`config.mk`:
```
export PLATFORM = sky130hd
export DESIGN_NAME = iterative_alu_flat
export DESIGN_NICKNAME = d
export VERILOG_FILES = /design/src/rtl/iterative_alu_if.sv /design/src/rtl/iterative_alu.sv /design/src/flat_wrapper.sv
export SDC_FILE = /design/constraint.sdc
export NUM_CORES = 1
export LEC_CHECK = 0
export CAP_MARGIN = 20
export CORE_MARGIN = 2
export CORE_UTILIZATION = 39
export CTS_BUF_LIST = sky130_fd_sc_hd__clkbuf_4 sky130_fd_sc_hd__clkbuf_8
export DETAILED_ROUTE_END_ITERATION = 7
export PLACE_DENSITY = 0.62
export RECOVER_POWER = 25
export SYNTH_ARGS = -nofsm -noshare
export SYNTH_HDL_FRONTEND = slang
export SYNTH_SLANG_ARGS = --single-unit
```
`constraint.sdc`:
```
create_clock -name clk -period 9.4 [get_ports clk]
set_input_delay 1.41 -clock clk [delete_from_list [all_inputs] [get_ports clk]]
set_output_delay 1.41 -clock clk [all_outputs]
set_load 0.02 [all_outputs]
```
`src/rtl/iterative_alu_if.sv`:
```
// Purpose: bus bundle for iterative_alu (request, operands, results, handshake).
// Signals:
//   start, ALUControl, A, B              requester -> ALU
//   result, result_hi, zero, cout,       ALU -> requester
//   div_by_zero, busy, done
// Modports: master (requester side), slave (ALU side).
interface iterative_alu_if #(
    parameter int unsigned WIDTH = 32
);
    logic             start;
    logic [2:0]       ALUControl;
    logic [WIDTH-1:0] A;
    logic [WIDTH-1:0] B;
    logic [WIDTH-1:0] result;
    logic [WIDTH-1:0] result_hi;
    logic             zero;
    logic             cout;
    logic             div_by_zero;
    logic             busy;
    logic             done;

    modport master (
        output start, ALUControl, A, B,
        input  result, result_hi, zero, cout, div_by_zero, busy, done
    );

    modport slave (
        input  start, ALUControl, A, B,
        output result, result_hi, zero, cout, div_by_zero, busy, done
    );
endinterface

```
`src/rtl/iterative_alu.sv`:
```
// Purpose: execute-stage ALU. add/sub/and/xor/sra/slt complete on the accepting
//   edge; mulu (shift-add) and divu (restoring) iterate one bit per cycle and
//   complete WIDTH edges after acceptance. start/busy/done handshake.
// Ports:
//   clk    rising-edge clock
//   reset  synchronous, active-high; aborts any running op
//   bus    iterative_alu_if.slave: start, ALUControl, A, B in;
//          result, result_hi, zero, cout, div_by_zero, busy, done out (all registered)
module iterative_alu #(
    parameter int unsigned WIDTH = 32
) (
    input  logic             clk,
    input  logic             reset,
    iterative_alu_if.slave   bus
);
    localparam int unsigned SHW  = $clog2(WIDTH);
    localparam int unsigned CNTW = SHW + 1;
    localparam logic [CNTW-1:0] CNT_INIT = CNTW'(WIDTH);
    localparam logic [2:0] OP_ADD = 3'b000;
    localparam logic [2:0] OP_SUB = 3'b001;
    localparam logic [2:0] OP_AND = 3'b010;
    localparam logic [2:0] OP_XOR = 3'b011;
    localparam logic [2:0] OP_SRA = 3'b100;
    localparam logic [2:0] OP_SLT = 3'b101;
    localparam logic [2:0] OP_DIVU = 3'b111;

    typedef enum logic {IDLE, RUN} state_t;

    state_t           r_state, w_state_nxt;
    logic [CNTW-1:0]  r_cnt, w_cnt_nxt;
    logic             r_is_div, w_is_div_nxt;
    logic [WIDTH-1:0] r_opnd, w_opnd_nxt;   // multiplicand or divisor
    logic [WIDTH-1:0] r_acc, w_acc_nxt;     // product high half or partial remainder
    logic [WIDTH-1:0] r_lo, w_lo_nxt;       // multiplier->product low, or dividend->quotient
    logic [WIDTH-1:0] r_result, w_result_nxt;
    logic [WIDTH-1:0] r_result_hi, w_result_hi_nxt;
    logic             r_zero, w_zero_nxt;
    logic             r_cout, w_cout_nxt;
    logic             r_dbz, w_dbz_nxt;
    logic             r_busy, w_busy_nxt;
    logic             r_done, w_done_nxt;

    // Single-cycle datapath
    logic [WIDTH:0]   w_add, w_sub;
    logic [WIDTH-1:0] w_fast_res;
    logic             w_fast_cout;

    assign w_add = {1'b0, bus.A} + {1'b0, bus.B};
    assign w_sub = {1'b0, bus.A} + {1'b0, ~bus.B} + (WIDTH+1)'(1);

    always_comb begin
        w_fast_res  = '0;
        w_fast_cout = 1'b0;
        case (bus.ALUControl)
            OP_ADD: begin w_fast_res = w_add[WIDTH-1:0]; w_fast_cout = w_add[WIDTH]; end
            OP_SUB: begin w_fast_res = w_sub[WIDTH-1:0]; w_fast_cout = w_sub[WIDTH]; end
            OP_AND: w_fast_res = bus.A & bus.B;
            OP_XOR: w_fast_res = bus.A ^ bus.B;
            OP_SRA: w_fast_res = WIDTH'($signed(bus.A) >>> bus.B[SHW-1:0]);
            OP_SLT: w_fast_res = {{(WIDTH-1){1'b0}}, ($signed(bus.A) < $signed(bus.B))};
            default: w_fast_res = '0;
        endcase
    end

    // One iteration step; mul shifts right into the low half, div shifts left out of it
    logic [WIDTH:0]   w_mul_sum, w_div_shift, w_div_trial;
    logic             w_div_ok;
    logic [WIDTH-1:0] w_acc_step, w_lo_step;

    assign w_mul_sum   = {1'b0, r_acc} + (r_lo[0] ? {1'b0, r_opnd} : (WIDTH+1)'(0));
    assign w_div_shift = {r_acc, r_lo[WIDTH-1]};
    assign w_div_trial = w_div_shift - {1'b0, r_opnd};
    assign w_div_ok    = ~w_div_trial[WIDTH];

    always_comb begin
        if (r_is_div) begin
            // a failed trial means the shifted remainder is below the divisor, so its MSB is 0
            w_acc_step = w_div_ok ? w_div_trial[WIDTH-1:0] : w_div_shift[WIDTH-1:0];
            w_lo_step  = {r_lo[WIDTH-2:0], w_div_ok};
        end else begin
            w_acc_step = w_mul_sum[WIDTH:1];
            w_lo_step  = {w_mul_sum[0], r_lo[WIDTH-1:1]};
        end
    end

    // Next-state and output logic
    always_comb begin
        w_state_nxt     = r_state;
        w_cnt_nxt       = r_cnt;
        w_is_div_nxt    = r_is_div;
        w_opnd_nxt      = r_opnd;
        w_acc_nxt       = r_acc;
        w_lo_nxt        = r_lo;
        w_result_nxt    = r_result;
        w_result_hi_nxt = r_result_hi;
        w_zero_nxt      = r_zero;
        w_cout_nxt      = r_cout;
        w_dbz_nxt       = r_dbz;
        w_busy_nxt      = r_busy;
        w_done_nxt      = 1'b0;
        case (r_state)
            IDLE: begin
                if (bus.start) begin
                    if (bus.ALUControl[2:1] == 2'b11) begin
                        if (bus.ALUControl == OP_DIVU && bus.B == '0) begin
                            w_result_nxt    = '1;
                            w_result_hi_nxt = bus.A;
                            w_zero_nxt      = 1'b0;
                            w_cout_nxt      = 1'b0;
                            w_dbz_nxt       = 1'b1;
                            w_done_nxt      = 1'b1;
                        end else begin
                            w_state_nxt  = RUN;
                            w_busy_nxt   = 1'b1;
                            w_cnt_nxt    = CNT_INIT;
                            w_is_div_nxt = bus.ALUControl[0];
                            w_opnd_nxt   = bus.B;
                            w_acc_nxt    = '0;
                            w_lo_nxt     = bus.A;
                        end
                    end else begin
                        w_result_nxt    = w_fast_res;
                        w_result_hi_nxt = '0;
                        w_zero_nxt      = (w_fast_res == '0);
                        w_cout_nxt      = w_fast_cout;
                        w_dbz_nxt       = 1'b0;
                        w_done_nxt      = 1'b1;
                    end
                end
            end
            RUN: begin
                w_acc_nxt = w_acc_step;
                w_lo_nxt  = w_lo_step;
                w_cnt_nxt = r_cnt - CNTW'(1);
                if (r_cnt == CNTW'(1)) begin
                    // both ops leave {high, low} as {acc, lo}
                    w_state_nxt     = IDLE;
                    w_busy_nxt      = 1'b0;
                    w_done_nxt      = 1'b1;
                    w_result_nxt    = w_lo_step;
                    w_result_hi_nxt = w_acc_step;
                    w_zero_nxt      = (w_lo_step == '0);
                    w_cout_nxt      = 1'b0;
                    w_dbz_nxt       = 1'b0;
                end
            end
            default: w_state_nxt = IDLE;
        endcase
    end

    // State and output registers
    always_ff @(posedge clk) begin
        if (reset) begin
            r_state     <= IDLE;
            r_cnt       <= '0;
            r_is_div    <= 1'b0;
            r_opnd      <= '0;
            r_acc       <= '0;
            r_lo        <= '0;
            r_result    <= '0;
            r_result_hi <= '0;
            r_zero      <= 1'b0;
            r_cout      <= 1'b0;
            r_dbz       <= 1'b0;
            r_busy      <= 1'b0;
            r_done      <= 1'b0;
        end else begin
            r_state     <= w_state_nxt;
            r_cnt       <= w_cnt_nxt;
            r_is_div    <= w_is_div_nxt;
            r_opnd      <= w_opnd_nxt;
            r_acc       <= w_acc_nxt;
            r_lo        <= w_lo_nxt;
            r_result    <= w_result_nxt;
            r_result_hi <= w_result_hi_nxt;
            r_zero      <= w_zero_nxt;
            r_cout      <= w_cout_nxt;
            r_dbz       <= w_dbz_nxt;
            r_busy      <= w_busy_nxt;
            r_done      <= w_done_nxt;
        end
    end

    assign bus.result      = r_result;
    assign bus.result_hi   = r_result_hi;
    assign bus.zero        = r_zero;
    assign bus.cout        = r_cout;
    assign bus.div_by_zero = r_dbz;
    assign bus.busy        = r_busy;
    assign bus.done        = r_done;
endmodule
```
`src/flat_wrapper.sv`:
```
// flat-port wrapper written by rule: the top's interface ports become plain ports
module iterative_alu_flat 
#(
    parameter int unsigned WIDTH = 32
)
  (clk, reset, bus_start, bus_ALUControl, bus_A, bus_B, bus_result, bus_result_hi, bus_zero, bus_cout, bus_div_by_zero, bus_busy, bus_done);
  iterative_alu_if #(.WIDTH(WIDTH)) bus_i ();
  input  logic clk;
  input  logic reset;
  input wire logic [$bits(bus_i.start)-1:0] bus_start;
  input wire logic [$bits(bus_i.ALUControl)-1:0] bus_ALUControl;
  input wire logic [$bits(bus_i.A)-1:0] bus_A;
  input wire logic [$bits(bus_i.B)-1:0] bus_B;
  output wire logic [$bits(bus_i.result)-1:0] bus_result;
  output wire logic [$bits(bus_i.result_hi)-1:0] bus_result_hi;
  output wire logic [$bits(bus_i.zero)-1:0] bus_zero;
  output wire logic [$bits(bus_i.cout)-1:0] bus_cout;
  output wire logic [$bits(bus_i.div_by_zero)-1:0] bus_div_by_zero;
  output wire logic [$bits(bus_i.busy)-1:0] bus_busy;
  output wire logic [$bits(bus_i.done)-1:0] bus_done;
  assign bus_i.start = bus_start;
  assign bus_i.ALUControl = bus_ALUControl;
  assign bus_i.A = bus_A;
  assign bus_i.B = bus_B;
  assign bus_result = bus_i.result;
  assign bus_result_hi = bus_i.result_hi;
  assign bus_zero = bus_i.zero;
  assign bus_cout = bus_i.cout;
  assign bus_div_by_zero = bus_i.div_by_zero;
  assign bus_busy = bus_i.busy;
  assign bus_done = bus_i.done;
  iterative_alu #(.WIDTH(WIDTH)) u_core (.clk(clk), .reset(reset), .bus(bus_i));
endmodule
```
=== Word level (Yosys, flattened, before mapping) ===
Cells that the tools add are included.

* $add $sub $neg: 6
* Magnitude comparators: 1
* Eq/ne operators: 13
* Shift-type cells: 1
* Mux-type cells: 55
* Bitwise logic cells: 6
* Reductions and logical operators: 9

{| class="wikitable"
|+ Operators by type and width
! operator !! number
|-
| $mux W32 || 18
|-
| $pmux W32 S2 || 4
|-
| $pmux W32 S6 || 1
|-
| $logic_not A32 Y1 || 3
|-
| $add A32 B32 Y33 || 2
|-
| $add A32 B33 Y33 || 1
|-
| $add A33 B1 Y33 const B || 1
|-
| $sub A33 B32 Y33 || 1
|-
| $and A32 B32 Y32 || 1
|-
| $lt A32 B32 Y1 || 1
|-
| $not A32 Y32 || 1
|-
| $sshr A32 B5 Y32 || 1
|-
| $xor A32 B32 Y32 || 1
|-
| $mux W1 || 21
|-
| $mux W6 || 3
|-
| $pmux W1 S2 || 7
|-
| $pmux W6 S2 || 1
|-
| $eq A3 B3 Y1 const B || 3
|-
| $reduce_and A4 Y1 || 2
|-
| $eq A3 B2 Y1 const B || 2
|-
| $eq A6 B1 Y1 const B || 1
|-
| $ne A2 B2 Y1 const B || 3
|-
| $reduce_and A3 Y1 || 2
|-
| $sub A6 B1 Y6 const B || 1
|-
| 7 further kinds || 9
|}

* Register bits after elaboration: 173
* Output and inout bits: 69

=== Logic depth before layout (Yosys ltp) ===
Gate-level depths: netlist of run 1.

* Depth in word-level cells: 8
* Gate-level depth with buffers: 18
* Depth with buffers taken out: 16

=== Worst setup path after synthesis of run 1 ===
No wires, ideal clock.

* Kind: input port to flip-flop
* Start point: input port bus_B[2]
* End point: register u_core.r_zero (netlist: u_core.bus.zero)
* Setup time: 0.059 ns
* Data arrival time: 5.745 ns
* Required time: 9.341 ns
* Setup slack: 3.596 ns
* Stages: 18
* Buffers on the path: 4
* Path through: buf_2 clkinv_1 buf_1 buf_1 ha_1 buf_6 nand2b_4 a2111o_1 and2_1 a211oi_2 xnor2_1 a221o_1 or4_1 or4b_1 nor4_1 and4_1 and4b_1 a31o_1

* Cells in the longest elaborated chain, start to end: 8

{| class="wikitable"
|+ Ends and longest elaborated chain
! element !! RTL line !! text
|-
| start, declared || flat_wrapper.sv:13 || <nowiki>input wire logic [$bits(bus_i.B)-1:0] bus_B;</nowiki>
|-
| $not A32 Y32 || iterative_alu.sv:49 || <nowiki>assign w_sub = {1'b0, bus.A} + {1'b0, ~bus.B} + (WIDTH+1)'(1);</nowiki>
|-
| $add A32 B32 Y33 || iterative_alu.sv:49 ||
|-
| $add A33 B1 Y33 || iterative_alu.sv:49 ||
|-
| $pmux W32 S6 || iterative_alu.sv:54 || <nowiki>case (bus.ALUControl)</nowiki>
|-
| $logic_not A32 Y1 || iterative_alu.sv:124 || <nowiki>w_zero_nxt = (w_fast_res == '0);</nowiki>
|-
| $mux W1 || iterative_alu.sv:104 || <nowiki>if (bus.ALUControl[2:1] == 2'b11) begin</nowiki>
|-
| $mux W1 || iterative_alu.sv:103 || <nowiki>if (bus.start) begin</nowiki>
|-
| $pmux W1 S2 || iterative_alu.sv:101 || <nowiki>case (r_state)</nowiki>
|-
| end signal, assigned || iterative_alu.sv:176 || <nowiki>r_zero <= w_zero_nxt;</nowiki>
|-
| end, declared || iterative_alu.sv:37 || <nowiki>logic r_zero, w_zero_nxt;</nowiki>
|}

Parallel ways exist; a longest one is shown, timed or not. The select of a mux whose other input is x is not followed.
A chain may end at the register's enable or synchronous reset.

=== Final worst setup path of run 1 ===
Ends and elaborated chain as after synthesis.

==> results of run 1 <==
cell families after synthesis:
group	Yosys count	share of synthesized area
xor+xnor	66	0.0322
simple gates	832	0.213
fa+ha+maj	134	0.0949
mux	138	0.0981
buf+inv	294	0.0650
flops	173	0.193
compound gates	825	0.305
worst max path at each step:
stage | cells after the start | endpoint | slack (ps) | startpoint
3_5_place_dp | 17 | u_core.bus.zero$_SDFFE_PP0P_ | 2590 | bus_B[2]
4_1_cts | 17 | u_core.bus.zero$_SDFFE_PP0P_ | 3110 | bus_B[2]
5_1_grt | 17 | u_core.bus.zero$_SDFFE_PP0P_ | 2680 | bus_B[2]
6_report | 17 | u_core.bus.zero$_SDFFE_PP0P_ | 2860 | bus_B[2]
3_3_place_gp | 17 | u_core.bus.zero$_SDFFE_PP0P_ | 2580 | bus_B[2]
2_1_floorplan | 18 | u_core.bus.zero$_SDFFE_PP0P_ | 3600 | bus_B[2]
per-stage QoR:
| stage | instance area (sq um) | instances | power (mW) | util |
|---|---|---|---|---|
| 2_1_floorplan | 18000 | 2462 | 1.39 | - |
| 3_3_place_gp | 19800 | 3083 | 1.75 | 0.435 |
| 3_5_place_dp | 19800 | 3083 | 1.75 | 0.435 |
| 4_1_cts | 20200 | 3114 | 2.25 | 0.443 |
| 5_1_grt | 20200 | 3114 | 2.36 | 0.443 |
| 6_report | 20200 | 3115 | 2.27 | 0.443 |
flip-flops by register name, summed over array words and instances, names as in the netlist:
register	cells
u_core.bus.result	32
u_core.bus.result_hi	32
u_core.r_acc	32
u_core.r_lo	32
u_core.r_opnd	32
u_core.r_cnt	6
u_core.bus.busy	1
u_core.bus.cout	1
u_core.bus.div_by_zero	1
u_core.bus.done	1
u_core.bus.zero	1
u_core.r_is_div	1
u_core.r_state	1
area by class of cell:
class / instances / share of cell area
multi-input combinational: 1995 / 0.664
sequential: 173 / 0.172
timing repair buffer: 181 / 0.0837
tap: 600 / 0.0372
inverter: 134 / 0.0249
clock buffer: 21 / 0.0134
clock inverter: 10 / 0.00410
antenna: 1 / 0.000124
power by group:
group,internal (mW),leakage [nW],switching [mW],total (mW)
sequential,0.764,1.41,0.0286,0.792
combinational,0.327,6.47,0.639,0.966
clock,0.201,0.169,0.309,0.511
worst max-delay path, stage by stage:
cell	delay, ps
clkdlybuf4s50_1	450
buf_4	390
clkinv_1	120
buf_4	250
ha_1	490
nor2_1	110
a211oi_1	460
o211ai_1	380
nor2b_1	280
nor3b_1	350
nor3_1	90
o32ai_1	520
or4b_1	520
nor4_1	540
and4_1	300
and4b_1	200
a31o_1	130
per-layer routing:
metal / up-vias / share of wire
li1: 9183 / -
met1: 9726 / 0.41
met2: 1116 / 0.44
met3: 267 / 0.088
met4: 4 / 0.067
met5: - / 0.00027
layout by cell type, fill, tap and decap left out, types with 17 or more instances in the layout:
cell and count:
nand2_1 291, a21oi_1 253, nor2_1 236, dfxtp_1 171, inv_1 130, ha_1 130
o21ai_0 115, clkdlybuf4s50_1 74, mux2i_1 73, nor3_1 61, dlygate4sd3_1 60, a211oi_1 54
nand3_1 54, buf_4 44, o211ai_1 43, and2_1 42, xnor2_1 42, a21o_1 41
a31oi_1 40, mux2_2 39, a22oi_1 29, o22ai_1 27, a221oi_1 27, nor4_1 26
nand2b_1 24, mux4_2 24, xor2_1 23, o31ai_1 19, nor2b_1 18, clkbuf_8 18
o21bai_1 17
==> results.sh, run 1 <==
export IMPL_outcome="finished, final reports clean"
export IMPL_ys_seq_area_frac=0.193
export IMPL_h_tree_depth=4
export IMPL_post_place_ws_ps=2590
export IMPL_r2r_cells=17
export IMPL_hp_class="flop to flop"
export IMPL_grt_use_met1=0.455
export IMPL_setup_violations=0
export IMPL_setup_tns_ps=0
export IMPL_syn_area_sq_um=18000
export IMPL_drive_gt1_frac=0.0732
export IMPL_rsz0062_at_grt="no"
export IMPL_grt_max_degree=81
export IMPL_fin_crit_sh=0.696
export IMPL_crit_type="input port to flop"
export IMPL_slew_violations=0
export IMPL_max_freq_mhz=153
export IMPL_fin_ws_ps=2860
export IMPL_holdPathStages=2
export IMPL_ys_flop_type="dfxtp_1"
export IMPL_wl_per_cell_um=27.5
export IMPL_async_flop_share=0
export IMPL_via_per_inst=6.52
export IMPL_cts_buffers_inserted=17
export IMPL_cts_hold_buffers=0
export IMPL_hpwlAfterDp_um=65600
export IMPL_vias=20296
export IMPL_core_sq_um=45500
export IMPL_finalWorstPathRequiredPeriod_ps=6540
export IMPL_hold_violations=0
export IMPL_synth_common_cells="nand2_1 (291), a21oi_1 (255), nor2_1 (238)"
export IMPL_r2r_start="u_core.r_lo[31]$_SDFFE_PP0P_"
export IMPL_regToRegSetupSlack_ps=4080
export IMPL_start_util=0.395
export IMPL_regArea_sq_um=3470
export IMPL_synth_seq_cells=173
export IMPL_grtUsageMet2=0.551
export IMPL_numPortBuffers=138
export IMPL_grt_pass1_vias=19218
export IMPL_synth_nets=2666
export IMPL_clkTransAtPathRegs_ps=110
export IMPL_gr_total_overflow=0
export IMPL_die_x_um=219
export IMPL_maxCapViolCount=0
export IMPL_nets=2706
export IMPL_die_y_um=219
export IMPL_synth_most_common_cell="nand2_1"
export IMPL_remaining_drc_errors=0
export IMPL_grt_met3_usage=0.0583
export IMPL_die_area_sq_um=47800
export IMPL_multi_input_area_sq_um=13400
export IMPL_gp_congestion=1.10
export IMPL_clkSinkCount=173
export IMPL_ys_types=88
export IMPL_synthToLayoutAreaGrowth_pct=12.2
export IMPL_root_buffer="clkbuf_8"
export IMPL_hold_path_end="u_core.bus.result[26]$_SDFFE_PP0P_"
export IMPL_critPathMaxFanout=38
export IMPL_insertion_delay_ps=500
export IMPL_rows=78
export IMPL_ctsLongestPathBuffers=2
export IMPL_grt_busiest_layer="met2"
export IMPL_syn_inst=2462
export IMPL_cp_required_ps=9860
export IMPL_fill_cells=4784
export IMPL_synth_area_leaders="dfxtp_1 (19%), ha_1 (9.0%), a21oi_1 (7.1%)"
export IMPL_worstReg2RegEnd="u_core.bus.zero$_SDFFE_PP0P_"
export IMPL_wl_um=85800
export IMPL_ys_warn_count=0
export IMPL_hp_start="u_core.bus.result[26]$_SDFFE_PP0P_"
export IMPL_first_pass_iters=5
export IMPL_ctsResizeCount=0
export IMPL_finClkSkew_ps=24.5
export IMPL_power_leakage_nw=8.05
export IMPL_cp_end_kind="flop"
export IMPL_first_iter_violations=2499
export IMPL_synth_edf_count=0
export IMPL_pin_count=139
export IMPL_antenna_found_initial=3
export IMPL_ant_nets=0
export IMPL_cp_start_kind="input port"
export IMPL_maxSlewHeadroom=0.211
export IMPL_grt_pass1_wl_um=126000
export IMPL_worst_ep_arrival_time_ps=7000
export IMPL_grt_use_total=0.352
export IMPL_postCtsSetupRepairBufs=0
export IMPL_ir_worst_vdd_uv=91.0
export IMPL_cts_tree="built"
export IMPL_fin_hold_ws_ps=457
export IMPL_worst_pin_slew_ps=1180
export IMPL_syn_mean_instance_area_sq_um=7.30
export IMPL_yosysTopAreaCellShare=0.193
export IMPL_p_per_area_nw_per_um2=113
export IMPL_yosysTopAreaCell="dfxtp_1"
Note: power is estimated with default switching activity, not from simulation.
==> inputs of run 2 (changes only) <==
clock period = 6.21 ns   (was 9.4 ns; I/O delays follow)
==> run 2 against run 1 <==
Net effect: routed wire length rose by 7.4%; core utilization is 1.4 points higher; sequential power up 52%; sequential cell count unchanged; clock-buffer cell count shrank 2; power grew 59%; sequential share of layout area shrank 0.52 points; clock skew shrank 1.9 ps; worst hold slack barely moved; critical path type unchanged; critical endpoint unchanged.
==> results.sh, run 2 (synthesis results as in run 1) <==
export IMPL_cp_required_ps=6720
export IMPL_cts_hold_buffers=0
export IMPL_fin_crit_sh=0.871
export IMPL_crit_path_frequent_cell="a211oi_1"
export IMPL_slew_violations=0
export IMPL_cts_tree="built"
export IMPL_via_per_inst=6.58
export IMPL_r2r_cells=19
export IMPL_h_tree_depth=4
export IMPL_post_place_ws_ps=419
export IMPL_hp_class="flop to flop"
export IMPL_worst_pin_slew_ps=1080
export IMPL_core_sq_um=45500
export IMPL_hpwlAfterDp_um=72700
export IMPL_drive_gt1_frac=0.101
export IMPL_rows=78
export IMPL_first_pass_iters=6
export IMPL_antenna_found_initial=3
export IMPL_start_util=0.395
export IMPL_final_cell_mix="nand2_1 (291), a21oi_1 (253), nor2_1 (236), dfxtp_1 (171)"
export IMPL_finalWorstPathRequiredPeriod_ps=5410
export IMPL_setup_violations=0
export IMPL_final_area_sq_um=20800
export IMPL_cpPeakStageDelay_ps=890
export IMPL_crit_path_start="bus_A[6]"
export IMPL_vias=20993
export IMPL_worstReg2RegEnd="u_core.bus.result_hi[2]$_SDFFE_PP0P_"
export IMPL_grt_pass1_wl_um=133000
export IMPL_fin_ws_ps=803
export IMPL_cp_start_kind="input port"
export IMPL_gr_total_overflow=0
export IMPL_first_iter_violations=2596
export IMPL_root_buffer="clkbuf_8"
export IMPL_critPathSlowestCell="clkdlybuf4s50_1"
export IMPL_maxCapViolCount=0
export IMPL_setup_tns_ps=0
export IMPL_finClkSkew_ps=22.6
export IMPL_crit_type="input port to flop"
export IMPL_critPathMaxFanout=14
export IMPL_wl_per_cell_um=28.9
export IMPL_nets=2780
export IMPL_remaining_drc_errors=0
export IMPL_synthToLayoutAreaGrowth_pct=15.7
export IMPL_gp_congestion=1.08
export IMPL_numPortBuffers=138
export IMPL_ctsResizeCount=0
export IMPL_hp_start="u_core.bus.result[20]$_SDFFE_PP0P_"
export IMPL_hold_path_end="u_core.bus.result[20]$_SDFFE_PP0P_"
export IMPL_layout_commonest_cell="nand2_1"
export IMPL_ir_worst_vdd_uv=132
export IMPL_max_freq_mhz=185
export IMPL_clkSinkCount=173
export IMPL_maxSlewHeadroom=0.279
export IMPL_worstPathCellList="clkdlybuf4s50_1 > ha_1 > o211a_1 > o2111ai_1 > a21o_1 > a211oi_1 > buf_4 > a211oi_1 > o31ai_1 > a311oi_1 > a41o_1 > a2111oi_0 > and4_1 > and4b_1 > a31o_1"
export IMPL_r2r_start="u_core.r_lo[31]$_SDFFE_PP0P_"
export IMPL_outcome="finished, final reports clean"
export IMPL_grt_pass1_vias=19644
export IMPL_power_mw=3.61
export IMPL_cp_end_kind="flop"
export IMPL_rsz0062_at_grt="no"
export IMPL_place_area_sq_um=20400
export IMPL_wl_um=92100
export IMPL_critPathTopFamily="compound AO/OA/AOI/OAI gates"
export IMPL_grt_use_total=0.378
export IMPL_die_x_um=219
export IMPL_fill_cells=4717
export IMPL_pin_count=139
export IMPL_postCtsSetupRepairBufs=0
export IMPL_grt_max_degree=80
export IMPL_regToRegSetupSlack_ps=1450
export IMPL_cts_buffers_inserted=17
export IMPL_die_y_um=219
export IMPL_insertion_delay_ps=560
export IMPL_fin_hold_ws_ps=456
export IMPL_ant_nets=0
export IMPL_die_area_sq_um=47800
export IMPL_hold_violations=0
export IMPL_power_leakage_nw=8.45
export IMPL_clkTransAtPathRegs_ps=110
export IMPL_worst_ep_arrival_time_ps=5920
export IMPL_p_per_area_nw_per_um2=174
export IMPL_cp_buffers_inverters=2
export IMPL_holdPathStages=2
export IMPL_ctsLongestPathBuffers=2
-- run 2: layout make-up --
| type | instances | area, sq um | area share |
|---|---|---|---|
| multi-input cells | 1995 | 13400 | 0.645 |
| clock inverters | 13 | 149 | 0.00716 |
| diodes | 1 | 2.50 | 0.000120 |
| repair buffers | 255 | 2250 | 0.108 |
| flip-flops and latches | 173 | 3470 | 0.167 |
| clock buffers | 19 | 262 | 0.0126 |
| well taps | 600 | 751 | 0.0361 |
| inverters | 134 | 503 | 0.0242 |
-- run 2: through the flow --
step,util,std cells
2_1_floorplan,-,2462
3_3_place_gp,0.448,3157
3_5_place_dp,0.448,3157
4_1_cts,0.457,3189
5_1_grt,0.457,3189
6_report,0.457,3190
-- run 2: worst min-delay path, cell delays in order (launching register included) --
cell,delay (ps)
dfxtp_1,320
nand2_1,50
a21oi_1,50
-- run 2: worst max-delay path by stage --
stage                              endpoint  slack, ps  cells past startpoint
2_1_floorplan  u_core.bus.zero$_SDFFE_PP0P_        880                     18
3_5_place_dp   u_core.bus.zero$_SDFFE_PP0P_        420                     15
4_1_cts        u_core.bus.zero$_SDFFE_PP0P_       1020                     15
6_report       u_core.bus.zero$_SDFFE_PP0P_        800                     15
5_1_grt        u_core.bus.zero$_SDFFE_PP0P_        710                     15
3_3_place_gp   u_core.bus.zero$_SDFFE_PP0P_        340                     15
-- run 2: per-layer routing --
layer,track usage,up-vias,share of wire
li1,-,9328,-
met3,0.0644,286,0.082
met1,0.471,10162,0.40
met5,0,-,0.00013
met2,0.584,1215,0.44
met4,0.280,2,0.084
-- run 2: where the power goes --
group / internal [mW] / leakage [nW] / switching [mW] / total, mW
Combinational: 0.537 / 6.84 / 1.01 / 1.55
Sequential: 1.16 / 1.41 / 0.0419 / 1.20
Clock: 0.355 / 0.200 / 0.508 / 0.863
